File: config.mk
export PLATFORM = sky130hd
export DESIGN_NAME = title_screen_renderer_flat
export DESIGN_NICKNAME = d
export VERILOG_FILES = /design/src/rtl/title_screen_renderer_if.sv /design/src/rtl/title_screen_renderer.sv /design/src/flat_wrapper.sv
export SDC_FILE = /design/constraint.sdc
export NUM_CORES = 1
export LEC_CHECK = 0
export CAP_MARGIN = 10
export CORE_MARGIN = 5
export CORE_UTILIZATION = 50
export DETAILED_ROUTE_END_ITERATION = 16
export PLACE_DENSITY = 0.8
export SYNTH_ARGS = -nofsm -noshare
export SYNTH_HDL_FRONTEND = slang
export SYNTH_SLANG_ARGS = --single-unit
File: constraint.sdc
create_clock -name Clk -period 4.4 [get_ports Clk]
set_clock_uncertainty 0.05 [all_clocks]
set_input_delay 0.88 -clock Clk [delete_from_list [all_inputs] [get_ports Clk]]
set_output_delay 0.88 -clock Clk [all_outputs]
set_load 0.01 [all_outputs]
File: src/rtl/title_screen_renderer_if.sv
// Raster/ROM/pixel bundle between the VGA controller, sprite ROM and colour mux.
// The renderer takes the slave side; the driver of raster inputs and ROM data takes the master side.
interface title_screen_renderer_if;
  logic [9:0]  DrawX;
  logic [9:0]  DrawY;
  logic        blank;
  logic [15:0] rom_addr;
  logic [3:0]  rom_data;
  logic [7:0]  Red;
  logic [7:0]  Green;
  logic [7:0]  Blue;
  logic        pix_valid;

  modport master (
    output DrawX, DrawY, blank, rom_data,
    input  rom_addr, Red, Green, Blue, pix_valid
  );

  modport slave (
    input  DrawX, DrawY, blank, rom_data,
    output rom_addr, Red, Green, Blue, pix_valid
  );
endinterface

File: src/rtl/title_screen_renderer.sv
// Title-screen sprite renderer: raster -> ROM address, ROM palette index -> RGB, fixed 3-cycle latency.
// Optional fade-in after reset is enabled by defining TITLE_FADE_EN.
module title_screen_renderer #(
  parameter int unsigned X_OFF        = 208,
  parameter int unsigned Y_OFF        = 112,
  parameter int unsigned IMG_W        = 224,
  parameter int unsigned IMG_H        = 256,
  parameter logic [3:0]  BLINK_IDX    = 4'hF,
  parameter int unsigned BLINK_FRAMES = 30,
  parameter logic [23:0] BG_RGB       = 24'h000000
) (
  input logic                    Clk,
  input logic                    Reset,
  title_screen_renderer_if.slave bus
);

  localparam logic [9:0] X_LO = 10'(X_OFF);
  localparam logic [9:0] X_HI = 10'(X_OFF + IMG_W - 1);
  localparam logic [9:0] Y_LO = 10'(Y_OFF);
  localparam logic [9:0] Y_HI = 10'(Y_OFF + IMG_H - 1);
  localparam int unsigned FC_W = $clog2(BLINK_FRAMES);

  function automatic logic [23:0] palette(input logic [3:0] idx);
    case (idx)
      4'h0: palette = 24'h000000;
      4'h1: palette = 24'hFFFFFF;
      4'h2: palette = 24'hFF0000;
      4'h3: palette = 24'hFFD700;
      4'h4: palette = 24'h00A0FF;
      4'h5: palette = 24'h0000AA;
      4'h6: palette = 24'h00AA00;
      4'h7: palette = 24'hAA0000;
      4'h8: palette = 24'h555555;
      4'h9: palette = 24'hAAAAAA;
      4'hA: palette = 24'hFF8000;
      4'hB: palette = 24'h80FF00;
      4'hC: palette = 24'hFF00FF;
      4'hD: palette = 24'h00FFFF;
      4'hE: palette = 24'h804000;
      default: palette = 24'hFFFF00;
    endcase
  endfunction

`ifdef TITLE_FADE_EN
  // c*(lvl+1)>>3 as a sum of shifted copies of c selected by the bits of lvl+1.
  function automatic logic [7:0] fade_ch(input logic [7:0] c, input logic [2:0] lvl);
    logic [3:0]  m;
    logic [10:0] acc;
    m   = {1'b0, lvl} + 4'd1;
    acc = (m[0] ? {3'b000, c}       : 11'd0)
        + (m[1] ? {2'b00, c, 1'b0}  : 11'd0)
        + (m[2] ? {1'b0, c, 2'b00}  : 11'd0)
        + (m[3] ? {c, 3'b000}       : 11'd0);
    return 8'(acc >> 3);
  endfunction

  logic [2:0] fade_lvl;
`endif

  logic            in_win;
  logic [9:0]      x_i;
  logic [9:0]      y_i;
  logic [15:0]     y16;
  logic [15:0]     addr;
  logic            frame_start;
  logic            prev_y_nz;
  logic            win_d1, win_d2;
  logic            blank_d1, blank_d2;
  logic [FC_W-1:0] frame_cnt;
  logic            blink_on;
  logic [23:0]     pix_rgb;

  assign in_win = bus.blank
                  && (bus.DrawX >= X_LO) && (bus.DrawX <= X_HI)
                  && (bus.DrawY >= Y_LO) && (bus.DrawY <= Y_HI);
  assign x_i = bus.DrawX - X_LO;
  assign y_i = bus.DrawY - Y_LO;
  assign y16 = {6'd0, y_i};
  // y*224 = y*128 + y*64 + y*32
  assign addr = (y16 << 7) + (y16 << 6) + (y16 << 5) + {6'd0, x_i};

  // Only the first cycle of a held (0,0) counts: prev_y_nz drops as soon as DrawY is 0.
  assign frame_start = (bus.DrawX == 10'd0) && (bus.DrawY == 10'd0) && prev_y_nz;

  always_comb begin
    pix_rgb = palette(bus.rom_data);
    if (!win_d2 || (bus.rom_data == 4'h0) || ((bus.rom_data == BLINK_IDX) && !blink_on))
      pix_rgb = BG_RGB;
`ifdef TITLE_FADE_EN
    pix_rgb = {fade_ch(pix_rgb[23:16], fade_lvl),
               fade_ch(pix_rgb[15:8],  fade_lvl),
               fade_ch(pix_rgb[7:0],   fade_lvl)};
`endif
  end

  always_ff @(posedge Clk) begin
    if (Reset) begin
      bus.rom_addr  <= '0;
      bus.Red       <= '0;
      bus.Green     <= '0;
      bus.Blue      <= '0;
      bus.pix_valid <= 1'b0;
      win_d1        <= 1'b0;
      win_d2        <= 1'b0;
      blank_d1      <= 1'b0;
      blank_d2      <= 1'b0;
      prev_y_nz     <= 1'b0;
      frame_cnt     <= '0;
      blink_on      <= 1'b1;
`ifdef TITLE_FADE_EN
      fade_lvl      <= '0;
`endif
    end else begin
      bus.rom_addr  <= in_win ? addr : 16'd0;
      win_d1        <= in_win;
      blank_d1      <= bus.blank;
      win_d2        <= win_d1;
      blank_d2      <= blank_d1;
      bus.Red       <= blank_d2 ? pix_rgb[23:16] : '0;
      bus.Green     <= blank_d2 ? pix_rgb[15:8]  : '0;
      bus.Blue      <= blank_d2 ? pix_rgb[7:0]   : '0;
      bus.pix_valid <= blank_d2;
      prev_y_nz     <= (bus.DrawY != 10'd0);
      if (frame_start) begin
        if (frame_cnt == FC_W'(BLINK_FRAMES - 1)) begin
          frame_cnt <= '0;
          blink_on  <= ~blink_on;
        end else begin
          frame_cnt <= frame_cnt + 1'b1;
        end
`ifdef TITLE_FADE_EN
        if (fade_lvl != 3'd7)
          fade_lvl <= fade_lvl + 3'd1;
`endif
      end
    end
  end

endmodule

File: src/flat_wrapper.sv
// flat-port wrapper written by rule: the top's interface ports become plain ports
module title_screen_renderer_flat 
#(
  parameter int unsigned X_OFF        = 208,
  parameter int unsigned Y_OFF        = 112,
  parameter int unsigned IMG_W        = 224,
  parameter int unsigned IMG_H        = 256,
  parameter logic [3:0]  BLINK_IDX    = 4'hF,
  parameter int unsigned BLINK_FRAMES = 30,
  parameter logic [23:0] BG_RGB       = 24'h000000
)
  (Clk, Reset, bus_DrawX, bus_DrawY, bus_blank, bus_rom_data, bus_rom_addr, bus_Red, bus_Green, bus_Blue, bus_pix_valid);
  title_screen_renderer_if bus_i ();
  input logic Clk;
  input logic Reset;
  input wire logic [$bits(bus_i.DrawX)-1:0] bus_DrawX;
  input wire logic [$bits(bus_i.DrawY)-1:0] bus_DrawY;
  input wire logic [$bits(bus_i.blank)-1:0] bus_blank;
  input wire logic [$bits(bus_i.rom_data)-1:0] bus_rom_data;
  output wire logic [$bits(bus_i.rom_addr)-1:0] bus_rom_addr;
  output wire logic [$bits(bus_i.Red)-1:0] bus_Red;
  output wire logic [$bits(bus_i.Green)-1:0] bus_Green;
  output wire logic [$bits(bus_i.Blue)-1:0] bus_Blue;
  output wire logic [$bits(bus_i.pix_valid)-1:0] bus_pix_valid;
  assign bus_i.DrawX = bus_DrawX;
  assign bus_i.DrawY = bus_DrawY;
  assign bus_i.blank = bus_blank;
  assign bus_i.rom_data = bus_rom_data;
  assign bus_rom_addr = bus_i.rom_addr;
  assign bus_Red = bus_i.Red;
  assign bus_Green = bus_i.Green;
  assign bus_Blue = bus_i.Blue;
  assign bus_pix_valid = bus_i.pix_valid;
  title_screen_renderer #(.X_OFF(X_OFF), .Y_OFF(Y_OFF), .IMG_W(IMG_W), .IMG_H(IMG_H), .BLINK_IDX(BLINK_IDX), .BLINK_FRAMES(BLINK_FRAMES), .BG_RGB(BG_RGB)) u_core (.Clk(Clk), .Reset(Reset), .bus(bus_i));
endmodule
After elaboration in Yosys (flattened, before gate mapping) --
Memories as Yosys holds them, arrays and structs flattened. A register that Yosys moved wholly into a read port is not among the register bits. Index checks and enable logic that the tools add are counted.
Cells by class: add/sub/neg operators 6, order comparisons 4, eq/ne operators 2, mux-type cells 1, reduce and logical (&&, ||, !) cells 18, bitwise gates (word level) 3
Operator list (count):
- 10-bit by 9-bit <= comparator with 1-bit output (second input constant) | 2
- 10-bit logical NOT | 2
- 16-bit by 10-bit adder with 16-bit output | 1
- 16-bit by 15-bit adder with 16-bit output | 1
- 16-bit adder | 1
- 10-bit by 7-bit >= comparator with 1-bit output (second input constant) | 1
- 10-bit by 8-bit >= comparator with 1-bit output (second input constant) | 1
- 10-bit nonzero test | 1
- 10-bit by 7-bit subtractor with 10-bit output (second input constant) | 1
- 10-bit by 8-bit subtractor with 10-bit output (second input constant) | 1
- 1-bit logical AND | 7
- 5-bit by 1-bit adder with 5-bit output (second input constant) | 1
- 5-bit equality test (second input constant) | 1
- 5-bit two-way mux | 1
- 4-bit equality test (second input constant) | 1
- 4-bit logical NOT | 1
- 1-bit inverter | 3
- 3-bit OR reduction | 1
- 1-bit logical NOT | 2
- 1-bit logical OR | 2
- 2-bit AND reduction | 1
- 2-bit OR reduction | 1
Storage, ports and cells: bits in registers 28, input bits 27, memories kept 1, ROM bits 384, word-level logic and storage cells 44
Memory list:
- (no name shown) | depth 16, width 24, rd ports 1, clocked after Yosys merged registers in 1, write ports 0, RTL line title_screen_renderer.sv:24 | case (idx)

Depth between registers and ports, before layout --
Gate-level depths: netlist of run 1.
word-level depth 7, depth in mapped cells 13, mapped depth without buffers 13

Least setup slack after synthesis of run 1 --
Ideal clock, no wire load.
path kind input to register, start input port bus_DrawY[4], end register u_core.bus.rom_addr[14], buffers on the path 0, stages on the path 10, library setup time 0.116 ns, slack 0.853 ns, arrival 3.382 ns, cell sequence ha_1 -> xor2_1 -> fa_1 -> ha_1 -> ha_1 -> a21oi_1 -> nand2_1 -> o21a_1 -> or3_1 -> and3_1
On the way: longest elaborated chain between the ends 5, elaborated cells on any way between the ends 10
RTL lines:
- from (decl) | RTL line flat_wrapper.sv:17 | input wire logic [$bits(bus_i.DrawY)-1:0] bus_DrawY;
- parallel branches: the longest is 5 deep, another holds 16-bit adder
- to (signal assigned) | RTL line title_screen_renderer.sv:114 | bus.rom_addr <= in_win ? addr : 16'd0;
- to (decl) | RTL line title_screen_renderer_if.sv:21 | output rom_addr, Red, Green, Blue, pix_valid
Several ways; the timed one is not identified. A chain may end at the register's enable or synchronous reset.

Worst setup path after layout of run 1 --
start input port bus_DrawX[4], end register u_core.bus.rom_addr[14]
On the way: longest elaborated chain between the ends 7, elaborated cells on any way between the ends 10
RTL lines:
- from (decl) | RTL line flat_wrapper.sv:16 | input wire logic [$bits(bus_i.DrawX)-1:0] bus_DrawX;
- parallel branches: the longest is 7 deep, another holds 16-bit by 10-bit adder with 16-bit output
Several ways; the timed one is not identified.

==> reports/metrics.yaml, run 1 <==
synthesis:
  ys.flop_type: "dfxtp_1"
  ys_types: 43
  synth_edf_count: 0
  synth_top_area_cell: "dfxtp_1"
  synth_nets: 367
  synth_top_area_share_pct: 29.3
  ys_async_sr_fraction_pct: 0
  synth_seq_cells: 39
  yosysWarnings: 0
  syn_avg_cell_area_um2: 9.06
  synth_area_um2: 2670
  syn_inst: 294
  ys_seq_area_share_pct: 29.3
  synth_area_leaders: "dfxtp_1 (29%), ha_1 (16%), fa_1 (8.3%)"
sta:
  grt_setup_unrepaired: "no"
  tns_ns: 0
  tightest_slew_ns: 0.648
  timing.hold.ws_ns: 0.398
  timing.slew.headroom_pct: 56.7
  fmax_ghz: 0.252
  timing.final.ws_setup_ns: 0.427
  final.period_utilization_pct: 90.3
  setup_viol: 0
  period_minus_slack_ns: 3.97
  slew_violations: 0
  hold_violations: 0
die:
  die_y_um: 83.0
  core_um2: 5140
  die_w_um: 83.0
  initial_core_util_pct: 51.9
  placementRows: 26
  ios: 68
  dieArea_um2: 6890
critical_path:
  worstSetupEndpointType: "flop"
  start_kind: "primary input"
  crit_arrival_ns: 4.11
  required_ns: 4.54
  critPathKind: "in2reg"
  slowest_delay_ns: 0.50
  path_cells: "clkdlybuf4s50_1 > inv_1 > ha_1 > xor2_1 > fa_1 > inv_1 > fa_1 > ha_1 > a211oi_1 > nor3_1 > o21a_1 > or3_1 > and3_1"
  crit_fanout: 5
  cpMaxStageDelayCell: "clkdlybuf4s50_1"
layout:
  final_nets: 421
  insertedDiodeCount: 0
  area_growth_pct: 27.1
  drive_above_1_share_pct: 4.01
  fin_area_um2: 3390
drt:
  vias_per_cell: 5.06
  detail_route.wl_per_cell_um: 12.0
  drtAntennaViolNets: 0
  drc: 0
  routed_wl_um: 5030
  drt-pass1-iter-count: 4
  vias: 2121
  drt_iter0_drc: 62
placement:
  gp_congestion: 0.901
  portBuffers: 67
  dpl.hpwl_um: 4260
  place_area_um2: 3300
  post-place-ws_ns: 0.109
clock_tree:
  clock-sinks: 39
  tritoncts: "yes"
  clock_path_buffers: 2
  cts_buffers: 5
  cts-root-buf: "clkbuf_8"
  hold_buffers: 0
  clkTransAtPathRegs_ns: 0.08
  cts_post_setup_buffers_inserted: 0
  clk_latency_ns: 0.29
  htree_levels: 2
  cts_resized: 0
global_routing:
  antenna_found_initial: 0
  grt_max_degree: 22
  grt_pass1_vias: 2109
  overflow: 0
  grt_pass1_wl_um: 8970
  grt_usage_pct: 15.4
run_status:
  outcome: "finished, final reports clean"
power:
  cellLeakagePower_nw: 1.43
  p_switching_mw: 0.307
  clkPwrFrac_pct: 25.3
  vdd_drop_max_mv: 0.159
  switching_share_pct: 33.0
  cell_internal_pwr_mw: 0.624
  comb_power_share_pct: 36.1
  powerDensity_nw_per_um2: 275
  seqPwrFrac_pct: 38.6
worst_hold_path:
  hold_class: "reg2reg"
flow_run:
  maxCapViolCount: 0
[power groups by stage]
stage	clock network (mW)	logic (mW)	registers [mW]
floorplan	0	0.248	0.369
finish	0.236	0.336	0.359
detailed placement	0	0.338	0.367
global route	0.259	0.398	0.359
CTS	0.248	0.341	0.359
global placement	0	0.331	0.367
[layout by cell type, fill, tap and decap left out, types with 2 or more instances in the layout]
| cell | Yosys | layout |
|---|---|---|
| a211oi_1 | 7 | 7 |
| a21o_1 | 2 | 2 |
| a21oi_1 | 21 | 21 |
| a31oi_1 | 3 | 3 |
| and2_1 | 13 | 13 |
| and3_1 | 3 | 3 |
| clkbuf_8 | 0 | 5 |
| clkdlybuf4s50_1 | 0 | 67 |
| clkinvlp_4 | 0 | 2 |
| dfxtp_1 | 39 | 39 |
| fa_1 | 11 | 11 |
| ha_1 | 35 | 35 |
| inv_1 | 25 | 25 |
| mux2i_1 | 2 | 2 |
| nand2_1 | 23 | 23 |
| nand2b_1 | 2 | 2 |
| nand3_1 | 4 | 4 |
| nand4_1 | 2 | 2 |
| nand4b_1 | 2 | 2 |
| nor2_1 | 20 | 20 |
| nor2b_1 | 5 | 5 |
| nor3_1 | 3 | 3 |
| nor3b_1 | 2 | 2 |
| o21a_1 | 5 | 5 |
| o21ai_0 | 9 | 9 |
| or3_1 | 3 | 3 |
| xnor2_1 | 8 | 8 |
| xor2_1 | 9 | 9 |
[cell families after synthesis]
family          after synthesis  share of synthesized area [%]
simple gates                 89                           18.4
compound gates               55                           12.8
buf+inv                      46                           8.50
fa+ha+maj                    46                           24.7
flops                        39                           29.3
xor+xnor                     17                           5.59
mux                           2                          0.751
[cell type report]
cell class	instances	area [µm²]
clock buffer	5	68.8
clock inverter	3	20.0
fill	469	1750
inverter	25	93.8
multi-input combinational	209	1660
sequential	39	781
tap	70	87.6
timing repair buffer	68	678
[sequential cells by signal (all words and copies together), names as in the netlist]
name / cells
u_core.prev_y_nz: 1
u_core.win_d1: 1
u_core.bus.Blue: 2
u_core.blank_d2: 1
u_core.blank_d1: 1
u_core.bus.rom_addr: 16
u_core.blink_on: 1
u_core.frame_cnt: 5
u_core.bus.pix_valid: 1
u_core.win_d2: 1
u_core.bus.Red: 3
u_core.bus.Green: 6
[layer usage]
layer,vias up,wire [µm],GRT usage [%]
li1,1082,-,-
met2,59,2470,28.4
met5,-,0,0
met3,7,299,3.56
met4,0,82,6.24
met1,973,2170,16.8
[synth_stat cells, types with 4 or more instances]
| cell | number |
|---|---|
| dfxtp_1 | 39 |
| ha_1 | 35 |
| inv_1 | 25 |
| nand2_1 | 23 |
| a21oi_1 | 21 |
| nor2_1 | 20 |
| buf_4 | 14 |
| and2_1 | 13 |
| fa_1 | 11 |
| o21ai_0 | 9 |
| xor2_1 | 9 |
| xnor2_1 | 8 |
| a211oi_1 | 7 |
| clkbuf_1 | 6 |
| nor2b_1 | 5 |
| o21a_1 | 5 |
| nand3_1 | 4 |
[through the flow]
step	total power [mW]	util, %	std cells
floorplan	0.617	-	294
global placement	0.698	64.2	411
detailed placement	0.705	64.2	411
CTS	0.948	65.9	419
global route	1.02	65.9	419
finish	0.931	65.9	419
[critical path, delay by kind of cell]
family	cells	cell delay [ns]
buf+inv	3	0.68
xor+xnor	1	0.16
simple gates	3	0.56
fa+ha+maj	4	1.29
compound gates	2	0.54
[path summary, 6_finish.rpt]
kind | startpoint | end | slack [ns] | cells after the start
worst max-delay path | bus_DrawX[4] | u_core.bus.rom_addr[14] | 0.43 | 13
worst min register to register | u_core.win_d1 | u_core.win_d2 | 0.40 | 1
worst min-delay path | u_core.win_d1 | u_core.win_d2 | 0.40 | 1
worst max register to register | u_core.prev_y_nz | u_core.frame_cnt[4] | 2.78 | 5
(Power assumes the default switching activity.)
==> inputs of run 2 (changes only) <==
--- a/config.mk
+++ b/config.mk
@@ -6,8 +6,8 @@
 export NUM_CORES = 1
 export LEC_CHECK = 0
 export CAP_MARGIN = 10
-export CORE_MARGIN = 5
 export CORE_UTILIZATION = 50
+export CTS_CLUSTER_DIAMETER = 100
 export DETAILED_ROUTE_END_ITERATION = 16
 export PLACE_DENSITY = 0.8
 export SYNTH_ARGS = -nofsm -noshare
==> run 2 against run 1 <==
Net effect: final cell count is the same; register-to-register slack about the same; first-iteration DRC count is 47% lower; sequential cell count is the same; non-clock buffer count did not move.
==> reports/metrics.yaml, run 2 (synthesis gave the netlist of run 1 again) <==
sta:
  grt_setup_unrepaired: "no"
  final.period_utilization_pct: 89.6
  tightest_slew_ns: 0.681
  timing.hold.ws_ns: 0.399
  fmax_ghz: 0.254
  timing.final.ws_setup_ns: 0.456
  timing.slew.headroom_pct: 54.4
  slew_violations: 0
  hold_violations: 0
  period_minus_slack_ns: 3.94
  tns_ns: 0
  setup_viol: 0
die:
  die_w_um: 75.0
  initial_core_util_pct: 52.2
  placementRows: 26
  dieArea_um2: 5630
  ios: 68
  die_y_um: 75.0
  core_um2: 5110
critical_path:
  crit_fanout: 5
  reg2reg_depth: 5
  cpMaxStageDelayCell: "clkdlybuf4s50_1"
  r2r_end: "u_core.frame_cnt[4]"
  path_cells: "clkdlybuf4s50_1 > inv_1 > ha_1 > xor2_1 > fa_1 > inv_1 > fa_1 > ha_1 > a211oi_1 > nor3_1 > o21a_1 > or3_1 > and3_1"
  r2r_slack_ns: 2.77
  worstSetupEndpointType: "flop"
  critPathKind: "in2reg"
  start_kind: "primary input"
  required_ns: 4.53
  slowest_delay_ns: 0.51
  timing.rr.start: "u_core.prev_y_nz"
  crit_arrival_ns: 4.08
  crit_family: "adder cells"
  worstPathBufferInverterCount: 3
global_routing:
  antenna_found_initial: 0
  grt_usage_pct: 17.6
  grt_pass1_vias: 1803
  grt_max_degree: 22
  overflow: 0
  grt_pass1_wl_um: 7490
layout:
  insertedDiodeCount: 0
  final_common_cell: "clkdlybuf4s50_1"
  drive_above_1_share_pct: 4.01
  largest_register: "u_core.bus.rom_addr"
  largest_registers: "u_core.bus.rom_addr x16, u_core.bus.Green x6, u_core.frame_cnt x5"
  area_growth_pct: 27.1
  final_cells: 419
  largest_reg_flops: 16
  final_cell_mix: "clkdlybuf4s50_1 (67), dfxtp_1 (39), ha_1 (35)"
  final_nets: 421
clock_tree:
  clock_path_buffers: 2
  clock-sinks: 39
  clk_latency_ns: 0.29
  cts_buffers: 5
  tritoncts: "yes"
  cts_resized: 0
  cts_post_setup_buffers_inserted: 0
  htree_levels: 2
  hold_buffers: 0
  cts-root-buf: "clkbuf_8"
  clkTransAtPathRegs_ns: 0.08
flow_run:
  maxCapViolCount: 0
power:
  comb_power_share_pct: 36.4
  switching_share_pct: 32.8
  seqPwrFrac_pct: 38.7
  p_switching_mw: 0.304
  cellLeakagePower_nw: 1.43
  powerDensity_nw_per_um2: 274
  cell_internal_pwr_mw: 0.624
  vdd_drop_max_mv: 0.199
  clkPwrFrac_pct: 25.0
placement:
  dpl.hpwl_um: 3890
  placed_cells: 411
  portBuffers: 67
  gp_congestion: 0.878
  post-place-ws_ns: 0.142
worst_hold_path:
  hp-start: "u_core.win_d1"
  hold_class: "reg2reg"
  worstHoldEndpoint: "u_core.win_d2"
  hold_depth: 1
drt:
  vias_per_cell: 5.06
  detail_route.wl_per_cell_um: 11.2
  drt-pass1-iter-count: 4
  drtAntennaViolNets: 0
  vias: 2119
  routed_wl_um: 4700
  drc: 0
  drt_iter0_drc: 33
run_status:
  outcome: "finished, final reports clean"
[run 2: cell counts in the layout (fill, tap and decap cells not counted)]
Identical to the previous run, type by type.
[run 2: cell type report]
class                           instances  area, µm²
Clock buffer                            5       68.8
Clock inverter                          3       20.0
Fill cell                             421       1720
Inverter                               25       93.8
Multi-Input combinational cell        209       1660
Sequential cell                        39        781
Tap cell                               70       87.6
Timing Repair Buffer                   68        678
[run 2: worst register-to-register path, delay by kind of cell (launching register included)]
family / cells / cell delay (ns)
and+or+nand+nor: 4 / 1.03
DFF: 1 / 0.33
AOI/OAI and AO/OA: 1 / 0.14
[run 2: worst max path at each step]
stage | cells past startpoint | from | slack (ns) | to
2_1_floorplan | 10 | bus_DrawY[4] | 0.85 | u_core.bus.rom_addr[14]
3_3_place_gp | 13 | bus_DrawX[4] | 0.17 | u_core.bus.rom_addr[14]
3_5_place_dp | 13 | bus_DrawX[4] | 0.14 | u_core.bus.rom_addr[14]
4_1_cts | 13 | bus_DrawX[4] | 0.44 | u_core.bus.rom_addr[14]
5_1_grt | 11 | bus_DrawY[5] | 0.25 | u_core.bus.rom_addr[14]
6_report | 13 | bus_DrawX[4] | 0.46 | u_core.bus.rom_addr[14]
[run 2: through the flow]
stage	instance area, µm²	total power [mW]	utilization (%)
after floorplan	2670	0.617	-
after global routing	3390	1.00	66.3
after CTS	3390	0.939	66.3
final	3390	0.928	66.3
after global placement	3300	0.698	64.6
after detailed placement	3300	0.705	64.6
[run 2: per-layer routing]
metal,GRT usage (%),routed length [µm],up-vias
met4,7.13,78,0
met5,0,0,-
met1,20.1,2000,957
met3,3.75,285,5
li1,-,-,1083
met2,31.9,2340,74
[run 2: power by group through the flow]
| stage | sequential, mW | clock [mW] | combinational [mW] |
|---|---|---|---|
| floorplan | 0.369 | 0 | 0.248 |
| global route | 0.359 | 0.256 | 0.385 |
| finish | 0.359 | 0.232 | 0.337 |
| global placement | 0.367 | 0 | 0.331 |
| CTS | 0.359 | 0.239 | 0.341 |
| detailed placement | 0.367 | 0 | 0.338 |
